`config.mk`:
```
export PLATFORM = sky130hd
export DESIGN_NAME = tl_probe_issuer
export DESIGN_NICKNAME = d
export VERILOG_FILES = /design/src/rtl/tl_probe_pkg.sv /design/src/rtl/tl_probe_issuer.sv
export SDC_FILE = /design/constraint.sdc
export NUM_CORES = 1
export LEC_CHECK = 0
export ABC_CLOCK_PERIOD_IN_PS = 1800
export CAP_MARGIN = 20
export CORE_AREA = 2 2 102 104
export CTS_CLUSTER_SIZE = 10
export DETAILED_ROUTE_END_ITERATION = 12
export DIE_AREA = 0 0 104 106
export PLACE_DENSITY_LB_ADDON = 0.08
export SLEW_MARGIN = 20
export SYNTH_ARGS = -nofsm -noshare
export SYNTH_HDL_FRONTEND = slang
export SYNTH_SLANG_ARGS = --single-unit
```
`constraint.sdc`:
```
create_clock -name clock -period 1.8 [get_ports clock]
set_input_delay 0.18 -clock clock [delete_from_list [all_inputs] [get_ports clock]]
set_output_delay 0.18 -clock clock [all_outputs]
set_load 0.02 [all_outputs]
```
`src/rtl/tl_probe_pkg.sv`:
```
// Shared TileLink B/C probe definitions: opcodes, cap/report/perm encodings and
// the report decode helpers used by the probe engine.
package tl_probe_pkg;

    localparam logic [2:0] OP_PROBE        = 3'd6;
    localparam logic [2:0] OP_PROBEACK     = 3'd4;
    localparam logic [2:0] OP_PROBEACKDATA = 3'd5;

    typedef enum logic [1:0] {
        CAP_TOT = 2'd0,
        CAP_TOB = 2'd1,
        CAP_TON = 2'd2
    } cap_e;

    typedef enum logic [2:0] {
        RPT_TTOB = 3'd0,
        RPT_TTON = 3'd1,
        RPT_BTON = 3'd2,
        RPT_TTOT = 3'd3,
        RPT_BTOB = 3'd4,
        RPT_NTON = 3'd5
    } report_e;

    typedef enum logic [1:0] {
        PERM_NOTHING = 2'd0,
        PERM_BRANCH  = 2'd1,
        PERM_TRUNK   = 2'd2
    } perm_e;

    function automatic logic [1:0] report_to_perm(input logic [2:0] rpt);
        logic [1:0] perm;
        case (rpt)
            RPT_TTOB, RPT_BTOB: perm = PERM_BRANCH;
            RPT_TTOT:           perm = PERM_TRUNK;
            default:            perm = PERM_NOTHING;
        endcase
        return perm;
    endfunction

    // A report may never leave the client holding more than the cap allows.
    function automatic logic report_legal(input logic [1:0] cap, input logic [2:0] rpt);
        logic ok;
        case (cap)
            CAP_TON: ok = (rpt == RPT_TTON) || (rpt == RPT_BTON) || (rpt == RPT_NTON);
            CAP_TOB: ok = (rpt != RPT_TTOT);
            default: ok = 1'b1;
        endcase
        return ok;
    endfunction

endpackage

```
`src/rtl/tl_probe_issuer.sv`:
```
// Manager-side probe engine: one Probe on B, collect ProbeAck/ProbeAckData on C,
// forward dirty beats to the writeback buffer, then report perm/dirty/err.
module tl_probe_issuer
    import tl_probe_pkg::*;
#(
    parameter int ADDR_W   = 32,
    parameter int SOURCE_W = 4,
    parameter int DATA_W   = 64,
    parameter int BEATS    = 8
) (
    input  logic                clock,
    input  logic                reset,
    input  logic                req_valid,
    output logic                req_ready,
    input  logic [ADDR_W-1:0]   req_addr,
    input  logic [SOURCE_W-1:0] req_source,
    input  logic [1:0]          req_cap,
    output logic                b_valid,
    input  logic                b_ready,
    output logic [2:0]          b_opcode,
    output logic [1:0]          b_param,
    output logic [ADDR_W-1:0]   b_address,
    output logic [SOURCE_W-1:0] b_source,
    input  logic                c_valid,
    output logic                c_ready,
    input  logic [2:0]          c_opcode,
    input  logic [2:0]          c_param,
    input  logic [ADDR_W-1:0]   c_address,
    input  logic [DATA_W-1:0]   c_data,
    output logic                wb_valid,
    input  logic                wb_ready,
    output logic [DATA_W-1:0]   wb_data,
    output logic                wb_last,
    output logic                resp_valid,
    input  logic                resp_ready,
    output logic [1:0]          resp_perm,
    output logic                resp_dirty,
    output logic                resp_err
);

    typedef enum logic [2:0] {
        S_IDLE  = 3'd0,
        S_PROBE = 3'd1,
        S_ACK   = 3'd2,
        S_DATA  = 3'd3,
        S_RESP  = 3'd4
    } state_e;

    localparam int              CNT_W    = (BEATS > 1) ? $clog2(BEATS) : 1;
    localparam logic [CNT_W-1:0] CNT_LAST = CNT_W'(BEATS - 1);

    state_e                state_q, state_d;
    logic [ADDR_W-1:0]     addr_q, addr_d;
    logic [SOURCE_W-1:0]   source_q, source_d;
    logic [1:0]            cap_q, cap_d;
    logic [CNT_W-1:0]      cnt_q, cnt_d;
    logic [1:0]            perm_q, perm_d;
    logic                  dirty_q, dirty_d;
    logic                  err_q, err_d;

    logic c_is_ack;
    logic c_is_data;
    logic c_fire;

    always_comb begin
        c_is_ack  = (c_opcode == OP_PROBEACK);
        c_is_data = (c_opcode == OP_PROBEACKDATA);

        // Data beats only move when the writeback buffer can take them, so C and
        // WB handshakes stay locked together; unknown opcodes are never accepted.
        c_ready = 1'b0;
        case (state_q)
            S_ACK:   c_ready = c_is_data ? wb_ready : c_is_ack;
            S_DATA:  c_ready = c_is_data && wb_ready;
            default: c_ready = 1'b0;
        endcase
        c_fire = c_valid && c_ready;

        req_ready  = (state_q == S_IDLE);
        b_valid    = (state_q == S_PROBE);
        b_opcode   = OP_PROBE;
        b_param    = cap_q;
        b_address  = addr_q;
        b_source   = source_q;
        wb_valid   = c_valid && c_is_data && ((state_q == S_ACK) || (state_q == S_DATA));
        wb_data    = c_data;
        wb_last    = (BEATS == 1) || (cnt_q == CNT_LAST);
        resp_valid = (state_q == S_RESP);
        resp_perm  = perm_q;
        resp_dirty = dirty_q;
        resp_err   = err_q;
    end

    always_comb begin
        state_d  = state_q;
        addr_d   = addr_q;
        source_d = source_q;
        cap_d    = cap_q;
        cnt_d    = cnt_q;
        perm_d   = perm_q;
        dirty_d  = dirty_q;
        err_d    = err_q;

        case (state_q)
            S_IDLE: begin
                if (req_valid) begin
                    addr_d   = req_addr;
                    source_d = req_source;
                    cap_d    = req_cap;
                    state_d  = S_PROBE;
                end
            end
            S_PROBE: begin
                if (b_ready) state_d = S_ACK;
            end
            S_ACK: begin
                if (c_fire) begin
                    dirty_d = c_is_data;
                    perm_d  = report_to_perm(c_param);
                    err_d   = (c_address != addr_q) || !report_legal(cap_q, c_param);
                    if (c_is_ack || (BEATS == 1)) begin
                        state_d = S_RESP;
                    end else begin
                        cnt_d   = CNT_W'(1);
                        state_d = S_DATA;
                    end
                end
            end
            S_DATA: begin
                if (c_fire) begin
                    if (cnt_q == CNT_LAST) begin
                        cnt_d   = '0;
                        state_d = S_RESP;
                    end else begin
                        cnt_d = cnt_q + CNT_W'(1);
                    end
                end
            end
            S_RESP: begin
                if (resp_ready) begin
                    perm_d  = '0;
                    dirty_d = 1'b0;
                    err_d   = 1'b0;
                    state_d = S_IDLE;
                end
            end
            default: state_d = S_IDLE;
        endcase
    end

    always_ff @(posedge clock) begin
        if (reset) begin
            state_q  <= S_IDLE;
            addr_q   <= '0;
            source_q <= '0;
            cap_q    <= '0;
            cnt_q    <= '0;
            perm_q   <= '0;
            dirty_q  <= 1'b0;
            err_q    <= 1'b0;
        end else begin
            state_q  <= state_d;
            addr_q   <= addr_d;
            source_q <= source_d;
            cap_q    <= cap_d;
            cnt_q    <= cnt_d;
            perm_q   <= perm_d;
            dirty_q  <= dirty_d;
            err_q    <= err_d;
        end
    end

endmodule

```
==> results of run 1 <==
-- critical path, cell delays in order (launching register included) --
cell and delay [ns]:
dfxtp_2 0.39, nor2_1 0.20, o21ai_2 0.11, or3_4 0.40
or4_1 0.40, a21oi_1 0.12
-- flip-flops by register name, summed over array words and instances (netlist names) --
name	flops
resp_dirty	1
cnt_q	3
resp_err	1
resp_perm	2
b_address	32
b_param	2
state_q	3
b_source	4
-- path summary, 6_finish.rpt --
| path | slack, ns | to |
|---|---|---|
| max reg2reg | 0.12 | resp_perm[0] |
| min | 0.27 | resp_perm[0] |
| max | 0.12 | resp_perm[0] |
| min reg2reg | 0.46 | b_source[1] |
-- kinds of logic after synthesis --
| kind of cell | after synthesis |
|---|---|
| flip-flops | 48 |
| adder cells (fa/ha/maj) | 4 |
| other | 2 |
| XOR/XNOR | 32 |
| AO/OA/AOI/OAI | 59 |
| AND/OR/NAND/NOR | 133 |
| buffers and inverters | 85 |
-- layout by cell type (no fill, tap or decap), types with 2 or more instances in the layout --
cell type,synthesis,layout
a21oi_1,47,47
nand3_1,5,5
clkdlybuf4s50_1,0,123
buf_4,67,19
nand2_1,81,81
nor2b_1,3,3
dlygate4sd2_1,0,6
nor4_1,9,9
o211ai_1,2,2
and2_1,3,3
nand2b_1,5,5
nand4_1,4,4
dfxtp_2,0,2
buf_12,0,2
a211oi_1,2,2
nor2_1,8,8
xor2_1,32,32
dfxtp_1,48,46
conb_1,2,3
and2b_1,2,2
ha_1,4,4
inv_1,3,3
nor3_1,6,6
o21ai_0,3,3
clkbuf_8,0,5
-- final cells by class --
| cell class | count | area [um2] |
|---|---|---|
| Clock buffer | 6 | 72.6 |
| Inverter | 3 | 11.3 |
| Timing Repair Buffer | 151 | 1470 |
| Multi-Input combinational cell | 231 | 1280 |
| Clock inverter | 1 | 5.00 |
| Fill cell | 1079 | 6020 |
| Sequential cell | 48 | 963 |
| Tap cell | 136 | 170 |
-- power groups by stage --
stage / Sequential (mW) / Combinational (mW) / Clock, mW
final: 1.23 / 0.903 / 0.620
after global routing: 1.24 / 0.986 / 0.699
after CTS: 1.23 / 0.920 / 0.673
after detailed placement: 1.25 / 0.924 / 0
after global placement: 1.25 / 0.919 / 0
after floorplan: 1.32 / 0.545 / 0
-- routing by layer --
metal,up-vias,GRT usage
met3,28,0.0625
li1,1273,-
met1,1138,0.163
met5,-,0
met4,0,0.0550
met2,117,0.250
-- repair_timing --
item	in CTS	in global routing
gates resized for setup	8	1
pin swaps	0	0
setup endpoints to repair	6	1
hold endpoints to repair	0	0
-- through the flow --
step | cell area [um2] | cells | hold WS, ns | util | worst slack (ns)
6_report | 3980 | 576 | 0.270 | 0.398 | 0.118
5_1_grt | 3980 | 576 | 0.279 | 0.398 | 0.00796
4_1_cts | 3970 | 576 | 0.255 | 0.397 | 0.108
3_5_place_dp | 3900 | 569 | 0.360 | 0.390 | -0.115
3_3_place_gp | 3900 | 569 | 0.360 | 0.390 | -0.143
2_1_floorplan | 2820 | 364 | 0.270 | - | 0.0179
==> results.py, run 1 <==
metrics = {
    "yosys": {
        "synth-simple-area-share": 0.218,
        "synthFlopType": "dfxtp_1",
        "syn_area_per_cell_um2": 7.77,
        "yosysMostFrequentCell": "nand2_1",
        "synth_top_family_by_area": "simple AND/OR/NAND/NOR gates",
        "synth_edf_count": 0,
        "synth-seq-cells": 48,
        "yosysSeqAreaShare": 0.341,
        "synth_mux_area_frac": 0,
        "synth_area_leaders": "dfxtp_1, buf_4, nand2_1",
        "synth_compound_area_frac": 0.115,
        "syn_area_mm2": 0.00282,
        "ys_top_cells_by_count": "nand2_1, buf_4, dfxtp_1, a21oi_1, xor2_1",
        "yosys_warnings": 0,
        "synthCells": 363,
        "synth_area_leader_cell": "dfxtp_1",
        "synth_xor_xnor_area_share": 0.0994,
        "synth_top_area_share": 0.341,
        "ys_async_sr_fraction": 0,
        "ys_types": 35,
        "synthAdderAreaFrac": 0.0177,
    },
    "global_route": {
        "grt_usage": 0.147,
        "grt_pass1_wl_um": 12900,
        "grt_start_max_net_pins": 35,
        "antenna_found_initial": 0,
        "grt_pass1_vias": 2537,
        "overflow": 0,
    },
    "setup_path": {
        "reg2reg_from": "state_q[0]",
        "required_ns": 2.04,
        "crit_path_end_kind": "register",
        "reg2reg_depth": 5,
        "crit_start": "state_q[0]",
        "critPathMaxFanout": 10,
        "startpoint_type": "register",
        "crit_arrival_ns": 1.92,
        "crit_type": "reg -> reg",
    },
    "sta": {
        "setup_viol": 0,
        "period_needed_ns": 1.68,
        "timing.final.crit_share": 0.935,
        "timing.fmax_mhz": 594,
        "rsz0062_at_grt": "false",
        "fin_setup_tns_ns": 0,
        "fin_skew_ns": 0.00688,
        "hold_viol_final": 0,
        "slew_violations": 0,
    },
    "die": {
        "dieWidth_um": 104,
        "num_rows": 37,
        "dieArea_mm2": 0.0110,
        "core_area_mm2": 0.0100,
        "start_util": 0.282,
        "num_io_pins": 262,
        "die_h_um": 106,
    },
    "power_and_ir_drop": {
        "p_total_mw": 2.75,
        "clkPwrFrac": 0.225,
        "swShare": 0.315,
        "ir_drop_mv": 0.300,
        "powerDensity_mw_per_mm2": 692,
        "p_sw_mw": 0.867,
        "seqPwrFrac": 0.446,
        "p_int_mw": 1.88,
        "p_leak_nw": 1.58,
        "power_frac_comb": 0.328,
    },
    "detailed_routing": {
        "routedWlPerCell_um": 14.3,
        "wl_um": 8270,
        "via_per_inst": 4.44,
        "postRouteAntennaNets": 0,
        "wl_met1_um": 3430,
        "dr_wl_met2_um": 3940,
        "drt_iter0_drc": 58,
        "first_pass_iters": 6,
        "highest-signal-layer": "met4",
        "wl_met3_um": 725,
        "drcViolationCount": 0,
        "dr_total_vias": 2556,
    },
    "clocking": {
        "root_buffer": "clkbuf_8",
        "holdBufCountCts": 0,
        "cts_tree": "done",
        "clk_latency_ns": 0.30,
        "cts_buffers": 5,
        "cts_max_level": 2,
        "clkSlewWorstSetupHoldPaths_ns": 0.09,
        "clock_sinks": 48,
        "cts_buffer_depth": 2,
        "post_cts_buffers": 0,
    },
    "placed_design": {
        "hpwl_um": 6220,
        "io_buffer_count": 130,
        "globalplace.congestion": 0.751,
    },
    "finish": {
        "area_delta_synth_final_pct": 40.9,
        "final_nets": 591,
        "drive_gt1_frac": 0.0773,
        "diodes": 0,
    },
    "hold_path": {
        "hold_depth": 2,
        "hold_path_class": "in -> reg",
        "hp-start": "reset",
    },
    "run": {
        "maxCapViolations": 0,
    },
    "status": {
        "outcome": "finished clean",
    },
}
Power figures use the tool's default switching activity.
==> run 2, diff against run 1 <==
CTS_CLUSTER_DIAMETER = 60   (was not set)
==> results of run 2 <==
The final DEF is identical to that of run 1; final timing and power are the same.
